==> src/rtl/sat_counter.sv <==
// Enable-incrementing counter that sticks at all-ones instead of wrapping.
`timescale 1ns/1ps
module sat_counter #(
    parameter int W = 8
) (
    input  logic         clk,
    input  logic         reset_n,
    input  logic         inc,
    output logic [W-1:0] count
);

    logic [W-1:0] count_q;
    logic [W-1:0] count_d;

    always_comb begin
        count_d = count_q;
        if (inc && (count_q != '1)) begin
            count_d = count_q + 1'b1;
        end
    end

    always_ff @(posedge clk or negedge reset_n) begin
        if (!reset_n) begin
            count_q <= '0;
        end else begin
            count_q <= count_d;
        end
    end

    assign count = count_q;

endmodule

==> config.mk <==
export PLATFORM = sky130hd
export DESIGN_NAME = sat_counter
export DESIGN_NICKNAME = d
export VERILOG_FILES = /design/src/rtl/sat_counter.sv
export SDC_FILE = /design/constraint.sdc
export NUM_CORES = 1
export LEC_CHECK = 0
export BUFFER_PORTS_ARGS = -buffer_cell sky130_fd_sc_hd__buf_2
export CAP_MARGIN = 15
export CORE_AREA = 8 8 45 47
export CTS_BUF_LIST = sky130_fd_sc_hd__clkbuf_2 sky130_fd_sc_hd__clkbuf_4 sky130_fd_sc_hd__clkbuf_8
export DETAILED_ROUTE_END_ITERATION = 10
export DIE_AREA = 0 0 53 55
export GPL_ROUTABILITY_DRIVEN = 0
export GPL_TIMING_DRIVEN = 0
export SYNTH_ARGS = -nofsm -noshare
export SYNTH_HDL_FRONTEND = slang
export SYNTH_SLANG_ARGS = --single-unit
==> constraint.sdc <==
create_clock -name clk -period 4.3 [get_ports clk]
set_input_delay 0.43 -clock clk [delete_from_list [all_inputs] [get_ports clk]]
set_output_delay 0.43 -clock clk [all_outputs]
set_load 0.01 [all_outputs]
==> results.cfg, run 1 <==
[status]
status = completed

[die]
start_util = 0.295
io_pins = 11
row_count = 14
dieHeight_um = 55
core_area_um2 = 1380
die_area_um2 = 2920
die_w_um = 53

[clocking]
cts-root-buf = clkbuf_4
cts_tree = built
cts_resized = 0
clk_latency_ns = 0.26
post-cts-setup-buffers = 0
cts_htree_levels = 1
clkTransAtPathRegs_ns = 0.05
postCtsHoldBufs = 0
cts_made_buffers = 3
clkSinkCount = 8
clockBufferDepth = 2

[sta]
fmax_mhz = 670
timing.final.crit_share = 0.347
rsz0062_at_grt = false
fin_crit_ns = 1.49
skew_ns = 0.00172
worst_pin_slew_ns = 0.251
relSlewSlack = 0.833
tns_ns = 0
drv_slew = 0
setup_viol = 0
final_hold_viol_count = 0

[synthesis]
synth_fp_nets = 38
netlist_area_um2 = 408
yosys_warnings = 0
synthCells = 34
synthArstFlopShare = 1.00
ys_ff_latch = 8
avgSynthCellArea_um2 = 12.0
synth_edf_count = 0
yosys_most_used_dff = dfrtp_1
synthDistinctLibCells = 23
ys_seq_area_frac = 0.491

[grt]
grt_max_degree = 9
grt_pass1_vias = 354
gr-total-overflow = 0
grtUsageTotal = 0.0742
antenna_found_initial = 0
grt_pass1_wl_um = 1540

[place]
place_area_um2 = 478
port_buffers = 10
place_hpwl_um = 683

[setup_path]
rr_startpoint = count[0]$_DFFE_PN0P_
worst_setup_path_end_kind = flop
start_kind = flop
crit_arrival_ns = 1.63
crit_fanout = 5
critPathKind = flop to flop
crit_start = count[0]$_DFFE_PN0P_
cp.required_ns = 4.44

[power]
vdd_ir_drop_max_mv = 0.264
p_sw_w = 0.000136
p_int_w = 0.000202
pwr-share-comb = 0.377
power_frac_seq = 0.451
power_density_nw_per_um2 = 675
sw_frac_of_total = 0.402
power.share.clock = 0.172
leakage_nw = 0.223

[route]
wl_per_cell_um = 14.3
avgViaCountPerCell = 5.44
drt_iter0_markers = 6
drc = 0
first_pass_iters = 4
vias = 343
drt_wl_total_um = 904
antenna_left = 0

[job]
max_cap_viol_count = 0

[cells_and_area]
antenna_cells = 0
drive_gt1_frac = 0.404
mostFrequentLayoutCells = buf_2, dfrtp_1, clkbuf_4
design_area_um2 = 500
largest_register_ffs = 8
area_growth_pct = 22.7
final_common_cell = buf_2
fin_nets = 53

[worst_hold_path]
hp-class = input port to asynchronous set/reset pin
[cells in the mapped netlist (all sizes together), types with 2 or more instances]
master  number  area [µm²]
mux2         2        26.3
dfrtp        8         200
a31oi        2        12.5
nand3        3        20.0
a21oi        2        10.0
a41oi        2        17.5
[power by group through the flow]
stage                      logic, W  registers, W  clock network [W]
after global placement     0.000128      0.000151                  0
after global routing       0.000143      0.000159          0.0000670
after CTS                  0.000131      0.000153          0.0000614
after floorplan           0.0000685      0.000162                  0
final                      0.000127      0.000152          0.0000582
after detailed placement   0.000131      0.000154                  0
[metrics by stage]
step	setup WS [ns]	std cells	hold slack, ns	power [W]	util
5_1_grt	2.70	63	0.0112	0.000370	0.362
3_3_place_gp	2.82	60	0.286	0.000279	0.345
3_5_place_dp	2.82	60	0.287	0.000285	0.345
2_1_floorplan	2.86	34	0.134	0.000230	-
6_report	2.81	63	0.00628	0.000338	0.362
4_1_cts	2.80	63	0.00745	0.000346	0.362
[logic make-up (layout without fill, tap and decap cells)]
group | after synthesis | in the layout | synth area share
muxes | 2 | 2 | 0.0644
buffers and inverters | 1 | 14 | 0.00919
adders and majority gates | 1 | 1 | 0.0307
DFF | 8 | 8 | 0.491
xor gates and xnor gates | 2 | 2 | 0.0430
AOI/OAI and AO/OA | 11 | 11 | 0.212
and+or+nand+nor | 9 | 9 | 0.150
[layout make-up]
cell class                 instances  area, µm²
clock buffer                       3       22.5
sequential                         8        200
timing repair buffer              10       50.0
inverter                           1       3.75
fill                             149        883
multi-input combinational         25        204
tap                               16       20.0
[critical path, cell delays in order (launching register included)]
cell and delay [ns]:
dfrtp_1 0.40, ha_1 0.25, nand4_1 0.18, o21ai_2 0.20, mux2_1 0.33
[routing by layer]
metal,track usage,wire [µm]
met3,0.0267,75
met2,0.121,447
met1,0.0741,347
met4,0.0647,33
met5,0,0
[worst paths after layout]
check                                       end  slack [ns]  cells after the start
min in group clk           count[0]$_DFFE_PN0P_        0.48                      3
max                        count[1]$_DFFE_PN0P_        2.81                      4
max in group asynchronous  count[1]$_DFFE_PN0P_        4.12                      1
min reg2reg                count[0]$_DFFE_PN0P_        0.53                      1
min                        count[5]$_DFFE_PN0P_       0.006                      1
max reg2reg                count[1]$_DFFE_PN0P_        2.81                      4
Note: power is estimated with default switching activity, not from simulation.
==> run 2: changes to the inputs <==
==> constraint.sdc (replaced) <==
create_clock -name clk -period 1.21 [get_ports clk]
set_input_delay 0.121 -clock clk [delete_from_list [all_inputs] [get_ports clk]]
set_output_delay 0.121 -clock clk [all_outputs]
set_load 0.01 [all_outputs]
==> results.cfg, run 2 (synthesized netlist as in run 1, its figures left out) <==
[status]
status = finished with violations
violations = negative setup slack

[cells_and_area]
fin_util = 0.425
fillerInstances = 143
antenna_cells = 0
mostFrequentLayoutCells = buf_2, dfrtp_1, buf_4
largest_register_ffs = 8
fin_nets = 60
final_common_cell = buf_2
stdcell_count = 70
drive_gt1_frac = 0.574
area_growth_pct = 44.2

[grt]
antenna_found_initial = 0
grt_pass1_vias = 408
grtUsageTotal = 0.0824
grt_max_degree = 9
grt_pass1_wl_um = 1760
gr-total-overflow = 0

[setup_path]
start_kind = flop
path_buf_inv = 0
critPathTopFamily = flip-flops
rr_startpoint = count[3]$_DFFE_PN0P_
crit_arrival_ns = 1.44
critPathKind = flop to flop
crit_chain = nand3_1 > o21ai_2 > mux2_4
rr_worst_depth = 3
ff2ff_setup_slack_ns = -0.09
crit_fanout = 7
regToRegEndpoint = count[1]$_DFFE_PN0P_
cp.required_ns = 1.35
crit_slowest_cell = dfrtp_1
max_stage_delay_ns = 0.45
worst_setup_path_end_kind = flop

[clocking]
clkTransAtPathRegs_ns = 0.06
cts-root-buf = clkbuf_4
clockBufferDepth = 2
clk_latency_ns = 0.26
cts_made_buffers = 3
cts_tree = built
clkSinkCount = 8
cts_htree_levels = 1

[die]
row_count = 14
dieHeight_um = 55
core_area_um2 = 1380
start_util = 0.295
die_area_um2 = 2920
die_w_um = 53
io_pins = 11

[route]
top_layer = met3
drc = 0
wl_met1_um = 437
drt_wl_total_um = 1030
avgViaCountPerCell = 5.37
route.met2.wl_um = 507
vias = 376
wl_met3_um = 87
drt_iter0_markers = 12
antenna_left = 0
first_pass_iters = 4
wl_per_cell_um = 14.7

[sta]
fin_crit_ns = 1.30
worst_slack_ns = -0.0871
rsz0062_at_grt = true
setup_viol = 3
final_hold_viol_count = 0
worst_pin_slew_ns = 0.232
whs_ns = 0.227
timing.final.crit_share = 1.07
fmax_mhz = 771
skew_ns = 0.00697
relSlewSlack = 0.845
drv_slew = 0
tns_ns = -0.148

[place]
placed_cells = 60
dpl_worst_slack_ns = -0.260
place_hpwl_um = 657
port_buffers = 10

[job]
max_cap_viol_count = 0

[power]
vdd_ir_drop_max_mv = 0.956
leakage_nw = 0.266
power_density_nw_per_um2 = 2380

[worst_hold_path]
hp-class = input port to asynchronous set/reset pin
-- run 2: where the power goes --
group / internal, W / switching [W] / leakage (nW) / total (W)
clock: 0.000114 / 0.0000953 / 0.0138 / 0.000209
combinational: 0.000352 / 0.000290 / 0.156 / 0.000642
sequential: 0.000381 / 0.000170 / 0.0962 / 0.000551
-- run 2: routing by layer --
metal / vias to the layer above / GRT usage
li1: 175 / -
met1: 189 / 0.0864
met2: 12 / 0.133
met3: 0 / 0.0535
met4: 0 / 0.0259
met5: - / 0
-- run 2: stage by stage --
step / total power, W / area, µm²
floorplan: 0.000822 / 410
global placement: 0.00100 / 480
detailed placement: 0.00102 / 480
CTS: 0.00138 / 577
global route: 0.00153 / 588
finish: 0.00140 / 588
-- run 2: cell type report --
| class | instances | area (µm²) | area share |
|---|---|---|---|
| multi-input combinational | 25 | 235 | 0.400 |
| clock buffer | 3 | 22.5 | 0.0383 |
| tap | 16 | 20.0 | 0.0340 |
| inverter | 1 | 3.75 | 0.00638 |
| sequential | 8 | 201 | 0.343 |
| timing repair buffer | 17 | 105 | 0.179 |
-- run 2: how the worst max path moves through the flow --
stage | from | end | slack [ns] | cells after the start
floorplan | count[0]$_DFFE_PN0P_ | count[1]$_DFFE_PN0P_ | -0.22 | 4
global placement | count[0]$_DFFE_PN0P_ | count[1]$_DFFE_PN0P_ | -0.27 | 4
detailed placement | count[0]$_DFFE_PN0P_ | count[1]$_DFFE_PN0P_ | -0.26 | 4
CTS | count[1]$_DFFE_PN0P_ | count[1]$_DFFE_PN0P_ | -0.08 | 4
global route | count[1]$_DFFE_PN0P_ | count[1]$_DFFE_PN0P_ | -0.16 | 4
finish | count[3]$_DFFE_PN0P_ | count[1]$_DFFE_PN0P_ | -0.09 | 3
-- run 2: timing repair --
| item | in CTS | in global routing |
|---|---|---|
| hold buffers | 1 | 0 |
| pin swaps | 6 | 3 |
| resized for setup | 3 | 3 |
| endpoints found under the hold margin | 8 | 0 |
| endpoints found under the setup margin | 5 | 7 |
| buffers inserted | 6 | 0 |
==> run 3: changes to the inputs <==
--- a/config.mk
+++ b/config.mk
@@ -13,6 +13,7 @@
 export DIE_AREA = 0 0 53 55
 export GPL_ROUTABILITY_DRIVEN = 0
 export GPL_TIMING_DRIVEN = 0
+export SETUP_SLACK_MARGIN = 0.2
 export SYNTH_ARGS = -nofsm -noshare
 export SYNTH_HDL_FRONTEND = slang
 export SYNTH_SLANG_ARGS = --single-unit
==> results.cfg, run 3 (synthesized netlist as in run 1, its figures left out) <==
[cells_and_area]
drive_gt1_frac = 0.742
stdcell_count = 78
multi_input_area_um2 = 251
fin_nets = 68
fillerInstances = 131
area_growth_pct = 66.0
seq_area_um2 = 208
antenna_cells = 0
final_common_cell = buf_4
largest_register_ffs = 8
mostFrequentLayoutCells = buf_4, buf_2, dfrtp_2

[setup_path]
ff2ff_setup_slack_ns = -0.08
crit_start = count[0]$_DFFE_PN0P_
path_depth = 4
crit_arrival_ns = 1.42
path_buf_inv = 0
crit_chain = ha_4 > nand4_1 > o21ai_2 > mux2_4
cp-endpoint = count[1]$_DFFE_PN0P_
critPathTopFamily = flip-flops
regToRegEndpoint = count[1]$_DFFE_PN0P_
max_stage_delay_ns = 0.38
critPathKind = flop to flop
crit_fanout = 2
start_kind = flop
crit_slowest_cell = dfrtp_1
worst_setup_path_end_kind = flop
cp.required_ns = 1.35
rr_worst_depth = 4
rr_startpoint = count[0]$_DFFE_PN0P_

[grt]
grtUsageTotal = 0.0851
grt_pass1_vias = 400
antenna_found_initial = 0
grt_max_degree = 9
grt_pass1_wl_um = 1750
gr-total-overflow = 0

[sta]
setup_viol = 3
final_hold_viol_count = 0
tns_ns = -0.112
fmax_mhz = 778
drv_slew = 0
worst_slack_ns = -0.0752
relSlewSlack = 0.859
skew_ns = 0.00716
rsz0062_at_grt = true
worst_pin_slew_ns = 0.212
timing.final.crit_share = 1.06
fin_crit_ns = 1.29

[place]
port_buffers = 10
placed_cells = 60
place_hpwl_um = 654

[route]
vias = 399
first_pass_iters = 3
antenna_left = 0
avgViaCountPerCell = 5.12
wl_per_cell_um = 14.5
drt_iter0_markers = 3
drc = 0
drt_wl_total_um = 1130

[die]
io_pins = 11
row_count = 14
start_util = 0.295
die_w_um = 53
die_area_um2 = 2920
dieHeight_um = 55
core_area_um2 = 1380

[clocking]
clkTransAtPathRegs_ns = 0.05
cts_made_buffers = 3
cts_tree = built
cts_htree_levels = 1
clkSinkCount = 8
clockBufferDepth = 2
clk_latency_ns = 0.26
cts-root-buf = clkbuf_4

[power]
power_density_nw_per_um2 = 2340
power_frac_seq = 0.363
p_int_w = 0.000978
vdd_ir_drop_max_mv = 1.01
power.share.clock = 0.131
pwr-share-comb = 0.506
sw_frac_of_total = 0.383
leakage_nw = 0.307
p_sw_w = 0.000606

[worst_hold_path]
hp-class = input port to flop

[job]
max_cap_viol_count = 0

[status]
violations = negative setup slack
status = finished with violations
==> run 3: timing repair <==
item / CTS / global route
pin swaps: 9 / 4
endpoints found under the setup margin: 11 / 14
endpoints found under the hold margin: 8 / 0
hold buffers: 1 / 0
gates resized for setup: 10 / 6
buffers inserted: 8 / 6
==> run 3: metal layers <==
| metal | track usage | share of wire |
|---|---|---|
| met1 | 0.0862 | 0.41 |
| met2 | 0.141 | 0.50 |
| met3 | 0.0481 | 0.078 |
| met4 | 0.0388 | 0.0089 |
| met5 | 0 | 0 |
==> run 3: power by group through the flow <==
stage	combinational [W]	clock (W)	sequential, W
after floorplan	0.000247	0	0.000576
after global placement	0.000459	0	0.000540
after detailed placement	0.000469	0	0.000545
after CTS	0.000675	0.000218	0.000559
after global routing	0.000890	0.000242	0.000596
final	0.000802	0.000208	0.000574
==> run 3: area by class of cell <==
| type | instances | share of cell area |
|---|---|---|
| well taps | 16 | 0.0296 |
| clock buffers | 3 | 0.0333 |
| inverters | 1 | 0.00555 |
| flip-flops and latches | 8 | 0.307 |
| repair buffers | 25 | 0.253 |
| multi-input cells | 25 | 0.372 |
==> run 3: worst min path at each step <==
stage | cells past startpoint | startpoint | end | slack [ns]
final | 3 | inc | count[2]$_DFFE_PN0P_ | 0.23
after global placement | 1 | reset_n | count[4]$_DFFE_PN0P_ | -0.02
after detailed placement | 1 | reset_n | count[7]$_DFFE_PN0P_ | -0.02
after global routing | 3 | inc | count[2]$_DFFE_PN0P_ | 0.25
after CTS | 3 | inc | count[2]$_DFFE_PN0P_ | 0.22
after floorplan | 0 | reset_n | count[0]$_DFFE_PN0P_ | -0.17
==> run 3: worst register-to-register path, stage by stage, from the launching register on <==
cell and delay, ns:
dfrtp_1 0.38, ha_4 0.15, nand4_1 0.13, o21ai_2 0.19, mux2_4 0.31
==> run 3: through the flow <==
step | hold slack [ns] | instance area, µm² | setup slack, ns | total power, W | utilization
6_report | 0.229 | 677 | -0.0752 | 0.00158 | 0.489
3_5_place_dp | -0.0246 | 480 | -0.248 | 0.00101 | 0.347
3_3_place_gp | -0.0246 | 480 | -0.269 | 0.00100 | 0.347
2_1_floorplan | -0.175 | 410 | -0.219 | 0.000822 | -
5_1_grt | 0.248 | 677 | -0.168 | 0.00173 | 0.489
4_1_cts | 0.218 | 608 | -0.0874 | 0.00145 | 0.439
